$ cat config.mk
export PLATFORM = sky130hd
export DESIGN_NAME = router_fsm
export DESIGN_NICKNAME = d
export VERILOG_FILES = /design/src/rtl/router_fsm.sv
export SDC_FILE = /design/constraint.sdc
export NUM_CORES = 1
export LEC_CHECK = 0
export CAP_MARGIN = 20
export CORE_AREA = 2 2 39 41
export DETAILED_ROUTE_END_ITERATION = 10
export DIE_AREA = 0 0 41 43
export PLACE_DENSITY = 0.69
export SYNTH_ARGS = -nofsm -noshare
export SYNTH_HDL_FRONTEND = slang
export SYNTH_SLANG_ARGS = --single-unit
export TNS_END_PERCENT = 50
$ cat constraint.sdc
create_clock -name clock -period 3 [get_ports clock]
set_input_delay 0.3 -clock clock [delete_from_list [all_inputs] [get_ports clock]]
set_output_delay 0.3 -clock clock [all_outputs]
set_load 0.01 [all_outputs]
$ cat src/rtl/router_fsm.sv
// router_fsm: packet-sequencing controller for the 1x3 router.
// Tracks header decode, payload load, FIFO-full stall and parity check, and
// emits Moore strobes for the synchronizer and input register block.
module router_fsm (
   input  logic       clock,
   input  logic       reset,
   input  logic       pkt_valid,
   input  logic [1:0] data_in,
   input  logic       fifo_full,
   input  logic       fifo_empty_0,
   input  logic       fifo_empty_1,
   input  logic       fifo_empty_2,
   input  logic       soft_reset_0,
   input  logic       soft_reset_1,
   input  logic       soft_reset_2,
   input  logic       parity_done,
   input  logic       low_pkt_valid,
   output logic       detect_add,
   output logic       lfd_state,
   output logic       ld_state,
   output logic       laf_state,
   output logic       full_state,
   output logic       write_enb_reg,
   output logic       rst_int_reg,
   output logic       busy
);

   typedef enum logic [2:0] {
      DECODE_ADDRESS     = 3'd0,
      LOAD_FIRST_DATA    = 3'd1,
      LOAD_DATA          = 3'd2,
      FIFO_FULL_STATE    = 3'd3,
      LOAD_AFTER_FULL    = 3'd4,
      LOAD_PARITY        = 3'd5,
      CHECK_PARITY_ERROR = 3'd6,
      WAIT_TILL_EMPTY    = 3'd7
   } state_t;

   state_t     state;
   state_t     state_next;
   logic [1:0] addr_q;
   logic       hdr_empty;   // empty flag of the FIFO named by the incoming header
   logic       addr_empty;  // empty flag of the FIFO held in addr_q
   logic       soft_hit;    // timeout reset aimed at the port we are serving

   // Select per-port empty flags and the soft reset of the addressed port.
   always_comb begin
      // NOTE: every always_comb output gets a default first so no path can infer a latch.
      hdr_empty  = 1'b0;
      addr_empty = 1'b0;
      soft_hit   = 1'b0;
      case (data_in)
         2'd0:    hdr_empty = fifo_empty_0;
         2'd1:    hdr_empty = fifo_empty_1;
         2'd2:    hdr_empty = fifo_empty_2;
         default: hdr_empty = 1'b0;
      endcase
      case (addr_q)
         2'd0: begin addr_empty = fifo_empty_0; soft_hit = soft_reset_0; end
         2'd1: begin addr_empty = fifo_empty_1; soft_hit = soft_reset_1; end
         2'd2: begin addr_empty = fifo_empty_2; soft_hit = soft_reset_2; end
         default: begin addr_empty = 1'b0; soft_hit = 1'b0; end
      endcase
   end

   // Next-state logic; a matching soft reset overrides every normal transition.
   always_comb begin
      state_next = state;
      if (soft_hit) begin
         state_next = DECODE_ADDRESS;
      end else begin
         case (state)
            DECODE_ADDRESS: begin
               // Address 3 never matches a FIFO, so the header is ignored.
               if (pkt_valid && data_in != 2'd3)
                  state_next = hdr_empty ? LOAD_FIRST_DATA : WAIT_TILL_EMPTY;
            end
            LOAD_FIRST_DATA: state_next = LOAD_DATA;
            LOAD_DATA: begin
               if (fifo_full)       state_next = FIFO_FULL_STATE;
               else if (!pkt_valid) state_next = LOAD_PARITY;
            end
            FIFO_FULL_STATE: begin
               if (!fifo_full) state_next = LOAD_AFTER_FULL;
            end
            LOAD_AFTER_FULL: begin
               if (parity_done)        state_next = DECODE_ADDRESS;
               else if (low_pkt_valid) state_next = LOAD_PARITY;
               else                    state_next = LOAD_DATA;
            end
            LOAD_PARITY: state_next = CHECK_PARITY_ERROR;
            CHECK_PARITY_ERROR: begin
               state_next = fifo_full ? FIFO_FULL_STATE : DECODE_ADDRESS;
            end
            WAIT_TILL_EMPTY: begin
               if (addr_empty) state_next = LOAD_FIRST_DATA;
            end
            default: state_next = DECODE_ADDRESS;
         endcase
      end
   end

   // State and latched destination address; reset dominates everything.
   always_ff @(posedge clock) begin
      // NOTE: non-blocking assignments keep every register sampling pre-edge values.
      if (reset) begin
         state  <= DECODE_ADDRESS;
         addr_q <= 2'd0;
      end else begin
         state <= state_next;
         if (state == DECODE_ADDRESS && pkt_valid)
            addr_q <= data_in;
      end
   end

   // Moore outputs decoded from the current state only.
   assign detect_add    = (state == DECODE_ADDRESS);
   assign lfd_state     = (state == LOAD_FIRST_DATA);
   assign ld_state      = (state == LOAD_DATA);
   assign full_state    = (state == FIFO_FULL_STATE);
   assign laf_state     = (state == LOAD_AFTER_FULL);
   assign rst_int_reg   = (state == CHECK_PARITY_ERROR);
   assign write_enb_reg = (state == LOAD_DATA) || (state == LOAD_PARITY) ||
                          (state == LOAD_AFTER_FULL);
   assign busy          = (state != DECODE_ADDRESS) && (state != LOAD_DATA);

endmodule

======== Yosys cells after proc, flatten, opt, wreduce, memory -nomap -nowiden ========
Cells that the tools add are included.
storage, ports and cells
  bits in registers ....................... 5
  bits of input ports ..................... 14
  output and inout port bits .............. 8
  word-level logic and storage cells ...... 43
operators by class
  equality and inequality tests ........... 17
  mux-type cells .......................... 13
  reduce and logical (&&, ||, !) cells .... 11
operator list
  cell                                                             number
  3-bit 2-to-1 mux                                                 8
  3-bit one-hot mux with 8 select lines                            1
  3-bit == test, second input constant                             4
  1-bit one-hot mux with 3 select lines                            3
  3-bit by 2-bit == test with 1-bit output, second input constant  2
  2-bit != test, second input constant                             3
  2-bit by 1-bit == test with 1-bit output, second input constant  2
  2-bit == test, second input constant                             2
  2-bit zero test                                                  2
  4-bit AND reduction                                              1
  3-bit by 1-bit == test with 1-bit output, second input constant  1
  1-bit logical AND                                                3
  3-bit zero test                                                  1
  3-bit by 2-bit != test with 1-bit output, second input constant  1
  3-bit != test, second input constant                             1
  3-bit nonzero test                                               1
  1-bit logical OR                                                 2
  2-bit 2-to-1 mux                                                 1
  2-bit by 1-bit != test with 1-bit output, second input constant  1
  2-bit OR reduction                                               1

======== Depth between registers and ports, before layout ========
Gate-level depths: netlist of the first run.
  word-level depth ........................ 5
  mapped depth ............................ 6
  mapped depth without buffers ............ 5

======== Least setup slack after synthesis of the first run ========
Ideal clock, no wire load.
  path kind ............................... flip-flop to output port
  from .................................... register state[1]
  to ...................................... output write_enb_reg
  data arrival time ....................... 1022 ps
  data required time ...................... 2700 ps
  slack ................................... 1678 ps
  stages on the path, launching flop included .. 4
  buffers on the path ..................... 1
  cell sequence ........................... dfxtp_1 buf_6 or2b_2 o21ai_0
between the ends
  cells in the longest elaborated chain, start to end .. 3
  elaborated cells between the ends (all ways) .. 5
  classes of those cells .................. eq/ne: 3; reduce/logical: 2
RTL lines
  element                                                                           RTL line  text
  from (decl)                                                                       39        state_t state;
  from (signal assigned)                                                            110       state <= state_next;
  3-bit by 2-bit == test with 1-bit output / 3-bit == test (equally long branches)  123       assign write_enb_reg = (state == LOAD_DATA) || (state == LOAD_PARITY) ||
  1-bit logical OR                                                                  123
  1-bit logical OR (*)                                                              123
  to (decl)                                                                         23        output logic write_enb_reg,
Mark *: on every way between the ends. The rest lies on a longest branch, timed or not.

======== Final worst setup path of the first run ========
Same ends and word-level chain as after synthesis.

==> metrics.md, run 1 <==
| Metric | Value |
|---|---|
| Status | finished clean |
| Arrival time at the worst endpoint | 1.78 ns |
| Compound-gate portion of the synthesized area | 0.270 |
| DRT antenna net count | 0 |
| Slew Limit Fails | 0 |
| Area after DPL | between 600 and 700 um^2 |
| Largest family of logic cells by synthesized area | simple AND/OR/NAND/NOR gates |
| Internal power | roughly 200 uW |
| Vias in the first global route | 475 |
| GRT Util Overall | 0.151 |
| Worst Setup Start Kind | register |
| Layout Nets | 100 |
| Leakage Power | roughly 0.00025 uW |
| Minimum clock period | 2.08 ns |
| Synth top area share | 0.223 |
| Overflow after GRT | 0 |
| Global-route wire length before repair | 1890 um |
| Post-Synth Adder-Cell Area | 0 |
| DR iter-0 viols | 13 |
| Total number of vias | 518 |
| Worst setup EP type | primary output |
| Initial Utilization | 0.325 |
| Maximum clock frequency | around 480 MHz |
| Initial antenna violation count | 0 |
| Net count after synthesis | 77 |
| Worst Max-Slew Pin Slew | between 0.4 and 0.5 ns |
| DRT Pass-1 Iters | 5 |
| Most common cell after layout, fill and taps aside | clkdlybuf4s50_1 |
| # setup viols final | 0 |
| Ports | 22 |
| Synthesized area | 449 um^2 |
| Ys Warns | 0 |
| Drt total wl | 1140 um |
| MaxCap Viol Count | 0 |
| Pin count of the biggest net entering global routing | 16 |
| Per-cell routed wire length | ~11 um |
| XOR/XNOR Fraction of Synth Area | 0 |
| DR vias/cell | approximately 5.1 |
| Setup_tns | 0 ns |
| Rel. slew slack | 0.723 |
| GP Congestion | 0.778 |
| Root Driver | clkbuf_4 |
| Finished Cell Area | about 680 um^2 |
| DR DRC count | 0 |
| CP Data Required Time | 2.70 ns |
| Switching Power | 98.9 uW |
| Sw frac | 0.330 |
| CP bufs+invs | 1 |
| Worst skew pair latency | 0.24 ns |
| Delay-heaviest family, CP | buffers and inverters |
| H-tree depth | 1 |
| Max IR drop VDD | 0.228 mV |
| Total power draw | 299 uW |
| Clk sink count | 5 |
| Post-synthesis sequential area ratio | 0.223 |
| Post-synthesis mux area share | 0.0669 |
| Max clock buf depth | 2 |
| Die area | approximately 1800 um^2 |
| Layout area overhead | 51.0% |
| Post-CTS Hold Fix Bufs | 0 |
| Clock network power share | 0.262 |
| Post-CTS sizing | 0 |
| Yosys cell types | 25 |
| Most frequent cells in the layout | clkdlybuf4s50_1, a21oi_1, nand2_1 |
| Placed Instances | 97 |
| N_diodes | 0 |
| Synth top area cells | dfxtp_1, a21oi_1, mux2i_1, nand3b_1, nand2_1 |
| Comb power frac | 0.431 |
| Fin crit share | 0.693 |
| Final number of hold-violating endpoints | 0 |
| Total core area | 1380 um^2 |
| Post-Syn Instances | between 60 and 70 |
| Reg power frac | 0.307 |
| Site Rows | 14 |
| Final std cells w/o fill | approximately 100 |
| Clock-pin slew on the worst setup and hold paths | 0.05 ns |
| CP peak stage delay | between 0.5 and 0.6 ns |
| Crit-path cells | or2b_2, o21ai_0, clkdlybuf4s50_1 |
| Fraction of layout cells with a size suffix above 1 | 0.118 |
| DP HPWL | 908 um |
| IO buf count | 21 |
| TritonCTS buffer count | 3 |
| Simple-gate portion of the synthesized area | 0.337 |
| Die height | around 43 um |
| Post-synth top area cell | dfxtp_1 |
| RSZ-0062 raised after global routing | false |
| Critical path class | reg -> out |
| CTS tree | done |
| Die width | between 40 and 50 um |
| Critical path's slowest cell | clkdlybuf4s50_1 |
| Pwr Density | 441 nW/um^2 |
| Crit Path Max Fanout | 10 |
| Setup Fix Bufs, Post-CTS | 0 |
| Mean area per synthesized cell | 7.13 um^2 |
| Hold Crit Class | reg -> reg |
| Skew final | 0.00798 ns |
| Flops & latches, synth | 5 |
state kept, by name, indices dropped and copies added, names as in the netlist:
register,flops
addr_q,2
state,3
kinds of logic after synthesis:
group | after synthesis
compound gates | 19
buf+inv | 8
simple gates | 28
flops | 5
mux | 3
worst reg2reg max path: cells and delay by family (launching register included):
| family | cells | cell delay, ns |
|---|---|---|
| flip-flops | 1 | 0.57 |
| AND/OR/NAND/NOR | 2 | 0.54 |
| AO/OA/AOI/OAI | 2 | 0.28 |
layout make-up:
cell class                 count  area, um^2
clock buffer                   4        26.3
inverter                       5        18.8
fill                         144         706
timing repair buffer          21         210
tap                           16        20.0
multi-input combinational     50         303
sequential                     5         100
power by group through the flow:
| stage | combinational (uW) | clock (uW) | sequential [uW] |
|---|---|---|---|
| 2_1_floorplan | 86.7 | 0 | 81.4 |
| 3_3_place_gp | 129 | 0 | 91.9 |
| 3_5_place_dp | 130 | 0 | 92.6 |
| 4_1_cts | 130 | 80.4 | 91.5 |
| 5_1_grt | 144 | 81.9 | 93.5 |
| 6_report | 129 | 78.5 | 91.9 |
metrics by stage:
stage	setup slack (ns)	util	hold WS, ns
2_1_floorplan	1.68	-	0.369
3_3_place_gp	1.21	0.471	0.510
3_5_place_dp	1.18	0.471	0.516
4_1_cts	0.920	0.490	0.522
5_1_grt	0.848	0.490	0.565
6_report	0.922	0.490	0.512
synth_stat cells, drive strengths merged:
| master | instances |
|---|---|
| a21boi | 1 |
| a21oi | 8 |
| a31oi | 1 |
| and2 | 1 |
| and3 | 2 |
| buf | 3 |
| dfxtp | 5 |
| inv | 5 |
| mux2i | 3 |
| nand2 | 7 |
| nand3 | 2 |
| nand3b | 4 |
| nand4 | 1 |
| nor2 | 6 |
| nor3 | 2 |
| o21ai | 3 |
| o221a | 1 |
| o22ai | 4 |
| o31a | 1 |
| or2 | 1 |
| or2b | 1 |
| or3 | 1 |
layer usage:
metal / wire length (um) / GRT usage / part of all wire / up-vias
met4: 16 / 0.0600 / 0.014 / 0
met5: 0 / 0 / 0 / -
met1: 532 / 0.194 / 0.47 / 234
li1: - / - / - / 269
met2: 558 / 0.244 / 0.49 / 13
met3: 31 / 0.0157 / 0.027 / 2
final timing paths:
kind	startpoint	to	slack, ns	cells after the start
max	state[1]	write_enb_reg	0.92	3
min	addr_q[0]	addr_q[0]	0.51	2
max reg2reg	state[0]	state[2]	1.55	4
min reg2reg	addr_q[0]	addr_q[0]	0.51	2
(Power assumes the default switching activity.)
==> run 2, diff against run 1 <==
--- a/config.mk
+++ b/config.mk
@@ -6,10 +6,9 @@
 export NUM_CORES = 1
 export LEC_CHECK = 0
 export CAP_MARGIN = 20
-export CORE_AREA = 2 2 39 41
+export CORE_UTILIZATION = 34
 export DETAILED_ROUTE_END_ITERATION = 10
-export DIE_AREA = 0 0 41 43
-export PLACE_DENSITY = 0.69
+export PLACE_DENSITY = 0.72
 export SYNTH_ARGS = -nofsm -noshare
 export SYNTH_HDL_FRONTEND = slang
 export SYNTH_SLANG_ARGS = --single-unit
==> constraint.sdc (replaced) <==
create_clock -name clock -period 1.9 [get_ports clock]
set_input_delay 0.19 -clock clock [delete_from_list [all_inputs] [get_ports clock]]
set_output_delay 0.19 -clock clock [all_outputs]
set_load 0.01 [all_outputs]
==> metrics.md, run 2 (synthesized netlist as in run 1, its figures left out) <==
| Metric | Value |
|---|---|
| Status | finished clean |
| Pwr Density | 679 nW/um^2 |
| Most common cell after layout, fill and taps aside | clkdlybuf4s50_1 |
| Crit-path cells | or2b_2, nor2_1, clkdlybuf4s50_1 |
| Root Driver | clkbuf_4 |
| CP Data Required Time | about 1.7 ns |
| Worst skew pair latency | 0.24 ns |
| DR vias/cell | 5.09 |
| Critical path's slowest cell | clkdlybuf4s50_1 |
| # setup viols final | 0 |
| Worst hold slack | 0.514 ns |
| CP peak stage delay | 0.54 ns |
| Die height | 38.3 um |
| DR iter-0 viols | 11 |
| Critical path class | reg -> out |
| IO buf count | 21 |
| Die width | 38.3 um |
| Initial antenna violation count | 0 |
| Worst setup EP type | primary output |
| Hold Crit Class | reg -> reg |
| Overflow after GRT | 0 |
| GP Congestion | roughly 0.82 |
| Reg2reg path depth | 4 |
| Post-place setup slack | between 0.15 and 0.2 ns |
| GRT Util Overall | 0.165 |
| Arrival time at the worst endpoint | 1.60 ns |
| Pin count of the biggest net entering global routing | 12 |
| Post-CTS Hold Fix Bufs | 0 |
| Worst reg2reg path startpoint | addr_q[1] |
| Ports | 22 |
| Worst Max-Slew Pin Slew | 0.345 ns |
| CTS tree | done |
| Max clock buf depth | 2 |
| DRT antenna net count | 0 |
| Minimum clock period | approximately 1.8 ns |
| Hold Path Sink | addr_q[0] |
| Setup Fix Bufs, Post-CTS | 0 |
| Drt total wl | ~1100 um |
| Slew Limit Fails | 0 |
| Reg with most FFs | state |
| Layout Nets | 101 |
| MaxCap Viol Count | 0 |
| Clk sink count | 5 |
| Clock-pin slew on the worst setup and hold paths | 0.04 ns |
| Final number of hold-violating endpoints | 0 |
| Die area | roughly 1500 um^2 |
| DR DRC count | 0 |
| Maximum clock frequency | about 560 MHz |
| CP bufs+invs | 1 |
| N_diodes | 0 |
| Worst reg2reg endpoint | state[2] |
| RSZ-0062 raised after global routing | false |
| Setup slack after layout | about 0.11 ns |
| Fraction of layout cells with a size suffix above 1 | 0.151 |
| Most frequent cells in the layout | clkdlybuf4s50_1, a21oi_1, nand2_1 |
| Regs by FF count | state (3), addr_q (2) |
| Max reg flops | 3 |
| Total core area | 1170 um^2 |
| DRT Pass-1 Iters | 3 |
| Finished Cell Area | 693 um^2 |
| Max IR drop VDD | 0.449 mV |
| Layout area overhead | 54.3% |
| Worst Setup Start Kind | register |
| Hold Path Depth | 2 |
| Leakage Power | 0.000281 uW |
| Site Rows | 12 |
| DP HPWL | 813 um |
| Rel. slew slack | 0.768 |
| Total number of vias | 509 |
| Area after DPL | 657 um^2 |
| Setup_tns | 0 ns |
| Register-to-register setup slack | 0.57 ns |
| Delay-heaviest family, CP | buffers and inverters |
| H-tree depth | 1 |
| Initial Utilization | 0.384 |
| Hold path start | addr_q[0] |
| Skew final | around 0.0026 ns |
| Global-route wire length before repair | 1750 um |
| Fin crit share | 0.940 |
| Per-cell routed wire length | ~11 um |
| Total power draw | between 400 and 500 uW |
| Vias in the first global route | 428 |
| Crit Path Max Fanout | 9 |
| TritonCTS buffer count | 3 |
[run 2: final cells by class]
type	count	area, um^2
Sequential cell	5	105
Multi-Input combinational cell	50	303
Clock buffer	4	26.3
Inverter	5	18.8
Fill cell	108	478
Timing Repair Buffer	22	223
Tap cell	14	17.5
[run 2: stage by stage]
| stage | cells | util |
|---|---|---|
| 3_5_place_dp | 96 | 0.561 |
| 3_3_place_gp | 96 | 0.561 |
| 5_1_grt | 100 | 0.592 |
| 6_report | 100 | 0.592 |
| 4_1_cts | 100 | 0.585 |
| 2_1_floorplan | 63 | - |
[run 2: worst max path at each step]
stage / from / endpoint / slack (ns) / depth (start not counted)
after floorplan: state[1] / write_enb_reg / 0.69 / 3
after global placement: state[1] / write_enb_reg / 0.21 / 3
after detailed placement: state[1] / write_enb_reg / 0.19 / 3
after CTS: state[1] / write_enb_reg / 0.02 / 3
after global routing: state[0] / ld_state / 0.006 / 3
final: state[0] / rst_int_reg / 0.11 / 3
[run 2: per-layer routing]
| layer | global-route usage | vias up | wire length (um) |
|---|---|---|---|
| li1 | - | 270 | - |
| met1 | 0.218 | 232 | 554 |
| met5 | 0 | - | 0 |
| met3 | 0.0174 | 0 | 25 |
| met2 | 0.267 | 7 | 522 |
| met4 | 0.0776 | 0 | 0 |
[run 2: power breakdown]
group | switching (uW) | leakage [uW] | internal [uW]
Sequential | 24.4 | 0.0000421 | 119
Combinational | 87.9 | 0.000224 | 120
Clock | 39.9 | 0.0000150 | 79.2
[run 2: repair_timing]
item	CTS	global route
resized for setup	2	3
setup endpoints to repair	4	3
cloned	0	0
[run 2: worst register-to-register path, cell delays in order (launching register included)]
cell     delay (ns)
dfxtp_1        0.43
mux2i_1        0.21
o21ai_0        0.10
nor3_1         0.29
o221a_2        0.24
==> run 3, diff against run 2 <==
--- a/config.mk
+++ b/config.mk
@@ -8,6 +8,7 @@
 export CAP_MARGIN = 20
 export CORE_UTILIZATION = 34
 export DETAILED_ROUTE_END_ITERATION = 10
+export GPL_TIMING_DRIVEN = 0
 export PLACE_DENSITY = 0.72
 export SYNTH_ARGS = -nofsm -noshare
 export SYNTH_HDL_FRONTEND = slang
==> metrics.md, run 3 (synthesized netlist as in run 1, its figures left out) <==
| Metric | Value |
|---|---|
| Worst setup EP type | primary output |
| Worst Max-Slew Pin Slew | 0.379 ns |
| # setup viols final | 0 |
| Register area | 100 um^2 |
| Fin crit share | 0.973 |
| Per-cell routed wire length | 11.9 um |
| CTS tree | done |
| DR vias/cell | 5.37 |
| Setup slack after layout | 0.0510 ns |
| Vias in the first global route | about 460 |
| CP peak stage delay | ~0.54 ns |
| Reg2reg path depth | 4 |
| Worst hold slack | 0.504 ns |
| Maximum clock frequency | 541 MHz |
| CP bufs+invs | 2 |
| Fill cell count | 115 |
| H-tree depth | 1 |
| DRT Pass-1 Iters | 4 |
| Reg with most FFs | state |
| Post-CTS Hold Fix Bufs | 0 |
| DRT antenna net count | 0 |
| N_diodes | 0 |
| DP HPWL | 948 um |
| DR iter-0 viols | 31 |
| Ports | 22 |
| Global-route wire length before repair | 1900 um |
| Layout area overhead | 56.8% |
| Fraction of layout cells with a size suffix above 1 | 0.148 |
| Pwr Density | 689 nW/um^2 |
| Hold Crit Class | reg -> reg |
| GP Congestion | 0.774 |
| MaxCap Viol Count | 0 |
| Max clock buf depth | 2 |
| Clock-pin slew on the worst setup and hold paths | 0.04 ns |
| Max IR drop VDD | 0.453 mV |
| Minimum clock period | 1.85 ns |
| Total number of vias | 548 |
| Post-place setup slack | 0.250 ns |
| Die height | 38.3 um |
| Die width | 38.3 um |
| Final std cells w/o fill | 102 |
| TritonCTS buffer count | 3 |
| Setup_tns | 0 ns |
| Regs by FF count | state (3), addr_q (2) |
| Hold Path Sink | addr_q[0] |
| CP Data Required Time | about 1.7 ns |
| Hold Path Depth | 2 |
| Arrival time at the worst endpoint | 1.66 ns |
| Site Rows | 12 |
| Leakage Power | between 0.0002 and 0.0003 uW |
| Most frequent cells in the layout | clkdlybuf4s50_1, a21oi_1, nand2_1 |
| IO buf count | 21 |
| Initial antenna violation count | 0 |
| Delay-heaviest family, CP | buffers and inverters |
| Die area | 1470 um^2 |
| Register-to-register setup slack | 0.54 ns |
| Rel. slew slack | 0.745 |
| Status | finished clean |
| Critical path's slowest cell | clkdlybuf4s50_1 |
| Layout Nets | 103 |
| Slew Limit Fails | 0 |
| Critical path class | reg -> out |
| Clk sink count | 5 |
| Worst reg2reg path startpoint | addr_q[1] |
| Most common cell after layout, fill and taps aside | clkdlybuf4s50_1 |
| Crit Path Max Fanout | 10 |
| Final number of hold-violating endpoints | 0 |
| Worst reg2reg endpoint | state[2] |
| Drt total wl | approximately 1200 um |
| Area of the multi-input gates | 303 um^2 |
| Pin count of the biggest net entering global routing | 11 |
| Max reg flops | 3 |
| Hold path start | addr_q[0] |
| GRT Util Overall | 0.191 |
| Placed Instances | 98 |
| DR DRC count | 0 |
| Worst skew pair latency | 0.25 ns |
| Setup Fix Bufs, Post-CTS | 0 |
| Root Driver | clkbuf_4 |
| Worst Setup Start Kind | register |
| Overflow after GRT | 0 |
| Crit-path cells | buf_6, or2b_2, nor2_1, clkdlybuf4s50_1 |
| RSZ-0062 raised after global routing | false |
| Initial Utilization | 0.384 |
| Total core area | 1170 um^2 |
| Skew final | 0.00935 ns |
==> run 3: layer usage <==
layer	global-route usage	vias to the layer above	share of wire
met5	0	-	0
met4	0.147	0	0.020
met3	0.0407	6	0.068
met2	0.271	21	0.47
met1	0.246	245	0.44
li1	-	276	-
==> run 3: layout make-up <==
| cell class | instances | area share |
|---|---|---|
| clock buffer | 4 | 0.0373 |
| inverter | 5 | 0.0266 |
| tap | 14 | 0.0249 |
| sequential | 5 | 0.142 |
| buffer | 3 | 0.0391 |
| multi-input combinational | 50 | 0.430 |
| timing repair buffer | 21 | 0.300 |
==> run 3: power breakdown <==
part | internal (uW) | switching [uW]
registers | 118 | 12.4
clock network | 79.5 | 46.1
logic | 126 | 104
==> run 3: how the worst max path moves through the flow <==
stage                          endpoint  cells past startpoint  startpoint
final                          ld_state                      4    state[1]
after global routing        rst_int_reg                      4    state[1]
after CTS                    detect_add                      4    state[1]
after detailed placement  write_enb_reg                      4    state[1]
after global placement    write_enb_reg                      4    state[1]
after floorplan           write_enb_reg                      3    state[1]
==> run 3: metrics by stage <==
| step | cell area (um^2) | total power, uW | util |
|---|---|---|---|
| after CTS | 702 | 491 | 0.599 |
| after floorplan | 449 | 265 | - |
| after global placement | 677 | 363 | 0.578 |
| after global routing | 704 | 513 | 0.601 |
| final | 704 | 486 | 0.601 |
| after detailed placement | 677 | 366 | 0.578 |
==> run 3: worst reg2reg max path, stage by stage (launching register included) <==
cell	delay, ns
dfxtp_1	0.43
mux2i_1	0.22
o21ai_0	0.09
nor3_1	0.31
o221a_2	0.26
==> run 3: repair_timing <==
item / 4_1_cts / 5_1_grt
gates cloned: 0 / 0
endpoints found under the setup margin: 1 / 1
gates resized for setup: 1 / 1
pin swaps: 0 / 0
